$ cat config.mk
export PLATFORM = sky130hd
export DESIGN_NAME = gray_ptr_sync_w
export DESIGN_NICKNAME = d
export VERILOG_FILES = /design/src/rtl/gray_ptr_sync_w.sv
export SDC_FILE = /design/constraint.sdc
export NUM_CORES = 1
export LEC_CHECK = 0
export BUFFER_PORTS_ARGS = -buffer_cell sky130_fd_sc_hd__buf_4
export CORE_ASPECT_RATIO = 1.1
export CORE_MARGIN = 4
export CORE_UTILIZATION = 47
export DETAILED_ROUTE_END_ITERATION = 10
export PLACE_DENSITY = 0.7
export SYNTH_ARGS = -nofsm -noshare
export SYNTH_HDL_FRONTEND = slang
export SYNTH_SLANG_ARGS = --single-unit
$ cat constraint.sdc
create_clock -name wclk -period 5.1 [get_ports wclk]
set_input_delay 0.255 -clock wclk [delete_from_list [all_inputs] [get_ports wclk]]
set_output_delay 0.255 -clock wclk [all_outputs]
set_load 0.1 [all_outputs]
$ cat src/rtl/gray_ptr_sync_w.sv
// Write-side Gray read-pointer synchronizer: N-flop sync, Gray->binary, update pulse, free/full flags.
// Optional macro GRAY_CHECK_EN builds the sticky multi-bit-change detector (gray_err); otherwise gray_err is 0.
module gray_ptr_sync_w #(
    parameter int ADDR_W   = 8,
    parameter int STAGES   = 2,
    parameter int AFULL_TH = 4
) (
    input  logic              wclk,
    input  logic              wrst_n,
    input  logic [ADDR_W:0]   rptr,
    input  logic [ADDR_W:0]   wptr_bin,
    input  logic              err_clr,
    output logic [ADDR_W:0]   wq_rptr_gray,
    output logic [ADDR_W:0]   wq_rptr_bin,
    output logic              rptr_upd,
    output logic              gray_err,
    output logic [ADDR_W:0]   wfree,
    output logic              wfull,
    output logic              walmost_full
);

    localparam logic [ADDR_W:0] DEPTH   = {1'b1, {ADDR_W{1'b0}}};
    localparam logic [ADDR_W:0] AFULL_V = (ADDR_W+1)'(AFULL_TH);

    if (STAGES < 2) begin : g_stages_bad
        $error("gray_ptr_sync_w: STAGES must be at least 2");
    end

    function automatic logic [ADDR_W:0] gray2bin(input logic [ADDR_W:0] g);
        logic [ADDR_W:0] b;
        b[ADDR_W] = g[ADDR_W];
        for (int i = ADDR_W - 1; i >= 0; i--) begin
            b[i] = b[i+1] ^ g[i];
        end
        return b;
    endfunction

    logic [ADDR_W:0] sync_q [STAGES];
    logic [ADDR_W:0] gprev_q;
    logic [ADDR_W:0] bin_q, bin_d;
    logic            upd_q, upd_d;

    // Pure flop chain: no logic between stages so each stage can resolve metastability.
    always_ff @(posedge wclk or negedge wrst_n) begin
        if (!wrst_n) begin
            for (int i = 0; i < STAGES; i++) begin
                sync_q[i] <= '0;
            end
        end else begin
            sync_q[0] <= rptr;
            for (int i = 1; i < STAGES; i++) begin
                sync_q[i] <= sync_q[i-1];
            end
        end
    end

    assign wq_rptr_gray = sync_q[STAGES-1];

    always_comb begin
        bin_d = gray2bin(wq_rptr_gray);
        upd_d = (wq_rptr_gray != gprev_q);
    end

    always_ff @(posedge wclk or negedge wrst_n) begin
        if (!wrst_n) begin
            gprev_q <= '0;
            bin_q   <= '0;
            upd_q   <= 1'b0;
        end else begin
            gprev_q <= wq_rptr_gray;
            bin_q   <= bin_d;
            upd_q   <= upd_d;
        end
    end

    assign wq_rptr_bin = bin_q;
    assign rptr_upd    = upd_q;

`ifdef GRAY_CHECK_EN
    logic [ADDR_W:0] gdiff;
    logic            multi_bit;
    logic            err_q, err_d;

    // A value with more than one bit set has a nonzero result after clearing its lowest set bit.
    always_comb begin
        gdiff     = wq_rptr_gray ^ gprev_q;
        multi_bit = ((gdiff & (gdiff - (ADDR_W+1)'(1))) != '0);
        err_d     = err_q;
        if (err_clr) begin
            err_d = 1'b0;
        end
        if (multi_bit) begin
            err_d = 1'b1;
        end
    end

    always_ff @(posedge wclk or negedge wrst_n) begin
        if (!wrst_n) begin
            err_q <= 1'b0;
        end else begin
            err_q <= err_d;
        end
    end

    assign gray_err = err_q;
`else
    logic unused_err_clr;
    assign unused_err_clr = err_clr;
    assign gray_err       = 1'b0;
`endif

    // Modulo subtraction absorbs the lap bit; an MSB-set result means full or overrun.
    logic [ADDR_W:0] occ;

    always_comb begin
        occ          = wptr_bin - bin_q;
        wfull        = occ[ADDR_W];
        wfree        = occ[ADDR_W] ? '0 : (DEPTH - occ);
        walmost_full = (wfree <= AFULL_V);
    end

endmodule

==> reports/results.ini <==
[routing]
first_pass_iters = 4
initialDrtViolationCount = 43
drt-total-wl_mm = 3.380
postRouteAntennaNets = 0
viasPerCell = 5.050
wl_per_cell_um = 13.10
drcViolationCount = 0
vias = 1303

[placed_design]
portBuffers = 49
gp_congestion = 0.9172
numPlacedInstances = 249
place_ws_ns = 1.956
dp_hpwl_mm = 2.709

[floorplan]
start_util_pct = 49.73
io_pins = 52
die_w_um = 67.99
rows = 23
die_area_um2 = 5031
coreArea_um2 = 3741
die_h_um = 73.99

[synth]
synth_mux_area_share_pct = 0.5380
synth-compound-area-share_pct = 8.003
synth_cell_types = 41
avgSynthCellArea_um2 = 11.34
synth_flop_cell = dfrtp_1
synth_warnings = 0
yosys.area_share.simple_pct = 10.36
synth_top_family_by_area = XOR/XNOR gates
async_reset_ff_share_pct = 100.0
synthCells = 164
synth-adder-area-share_pct = 7.128
synth_edf_count = 0
syn_nets = 195
synthesis.area_um2 = 1861
ys_seq_area_share_pct = 48.42
synth_seq_cells = 36
synth_xor_area_share_pct = 17.89

[clock_network]
cts_buffers = 5
clkTransAtPathRegs_ns = 0.07
cts_tree = built
cts_sinks = 36
cts_resized = 0
cts-htree-levels = 2
cts_root_buffer = clkbuf_8
clockBufferDepth = 2
insertion_delay_ns = 0.28

[timing]
slew_headroom_pct = 38.26
maxSlewViolCount = 0
fin_crit_sh_pct = 67.87
tightestPinTransition_ns = 0.9195
rsz0062_at_grt = no
hold_violations = 0
fmax_mhz = 288.9
whs_ns = 0.08188
fin_crit_ns = 3.461
final.setup_skew_ns = 0.006739
finalWorstSetupSlack_ns = 1.639
tns_ns = 0
setup_viol_count_final = 0

[worst_setup_path]
crit_arrival_ns = 3.21
criticalPathCategory = flip-flop to primary output
cp.required_ns = 4.85
endpoint_kind = primary output
cp_max_fo = 11
cp-start-kind = flip-flop

[grt]
antenna_found_initial = 0
overflow = 0
grt_pass1_vias = 1329
grt_util_all_layers_pct = 14.91
grt_max_degree = 37
grt_pass1_wl_mm = 5.568

[final_layout]
area_growth_syn_to_layout_pct = 24.08
layout-drive-gt1-share_pct = 30.77
finalNetCount = 238
antenna_cells = 0
finalNonFillerCells = 258

[flow_run]
cap_violations = 0

[hold_path]
min_path_type = input port to flip-flop

[status]
status = complete, no violations

## routing by layer
| layer | vias to the layer above | track usage (%) | share of wire, % |
|---|---|---|---|
| li1 | 617 | - | - |
| met1 | 633 | 14.89 | 35 |
| met2 | 45 | 27.19 | 57 |
| met3 | 8 | 4.230 | 5.5 |
| met4 | 0 | 8.389 | 2.3 |
| met5 | - | 0 | 0 |
## state kept, by name, indices dropped and copies added, names as in the netlist
| signal | count |
|---|---|
| gprev_q | 8 |
| rptr_upd | 1 |
| sync_q | 9 |
| wq_rptr_bin | 9 |
| wq_rptr_gray | 9 |
## final timing paths
path	slack, ns	end	cells after the start	startpoint
setup / recovery	1.64	walmost_full	9	wq_rptr_bin[0]$_DFF_PN0_
hold / removal	0.08	sync_q[9]$_DFF_PN0_	1	rptr[0]
setup reg to reg	3.04	wq_rptr_bin[0]$_DFF_PN0_	6	wq_rptr_gray[7]$_DFF_PN0_
hold reg to reg	0.35	wq_rptr_gray[0]$_DFF_PN0_	0	sync_q[9]$_DFF_PN0_
max in group asynchronous	4.35	wq_rptr_gray[1]$_DFF_PN0_	2	wrst_n
min in group asynchronous	0.45	wq_rptr_bin[8]$_DFF_PN0_	2	wrst_n
## Yosys cell counts, drive strengths merged, types with 2 or more instances
library cell / n / area, µm²
inv: 12 / 45.04
a21o: 3 / 22.52
nand2b: 3 / 18.77
dfrtp: 36 / 900.9
ha: 9 / 112.6
nand3b: 2 / 15.01
nor3: 3 / 15.01
and3: 2 / 12.51
clkbuf: 3 / 11.26
a31oi: 2 / 12.51
nand2: 5 / 18.77
xor3: 2 / 48.79
buf: 11 / 82.58
xor2: 18 / 187.7
xnor2: 11 / 96.34
nor4: 2 / 12.51
a21oi: 6 / 30.03
nor2: 11 / 41.29
o21ai: 2 / 10.01
nand3: 2 / 10.01
## critical path, stage by stage (launching register included)
cell and delay [ns]:
dfrtp_1 0.39, ha_1 0.23, fa_1 0.41, nand2b_1 0.21, a21o_1 0.23, a31oi_1 0.17, nor2_1 0.07, xnor2_1 0.72
a31o_2 0.20, buf_4 0.28
## through the flow
step / utilization [%] / instance area, µm²
floorplan: - / 1872
CTS: 61.71 / 2308
global placement: 59.03 / 2208
detailed placement: 59.03 / 2208
finish: 61.71 / 2308
global route: 61.71 / 2308
## final cells by class
class,instances,area (µm²)
Fill cell,329,1433
Sequential cell,36,900.9
Multi-Input combinational cell,102,832.0
Timing Repair Buffer,50,377.9
Clock buffer,8,90.09
Tap cell,50,62.56
Inverter,12,45.04
## layout by cell type, fill, tap and decap left out, types with 2 or more instances in the layout
cell type / synthesis / layout
a31oi_1: 2 / 2
and3_1: 2 / 2
clkbuf_8: 0 / 6
o21ai_0: 2 / 2
nor3_1: 3 / 2
dfrtp_1: 36 / 36
nor2_1: 11 / 11
a21oi_1: 6 / 6
nand3_1: 2 / 2
buf_4: 11 / 49
ha_1: 9 / 9
nand3b_1: 2 / 2
nand2_1: 5 / 5
xor2_2: 4 / 4
inv_1: 12 / 12
clkbuf_1: 3 / 2
xor2_1: 14 / 14
nand2b_1: 3 / 3
a21o_1: 3 / 3
xnor2_1: 11 / 11
## cells by family after synthesis
group | count (synthesis)
buffers and inverters | 26
AND/OR/NAND/NOR | 37
AO/OA/AOI/OAI | 22
XOR/XNOR | 31
other | 1
flip-flops | 36
multiplexers | 1
adder cells (fa/ha/maj) | 10
## what timing repair did
item,4_1_cts,5_1_grt
hold buffers,1,0
setup buffers,0,0
hold endpoints to repair,36,0
Power is not shown: default switching activity piles up to over one toggle a cycle in this logic, so the estimate is an artifact.
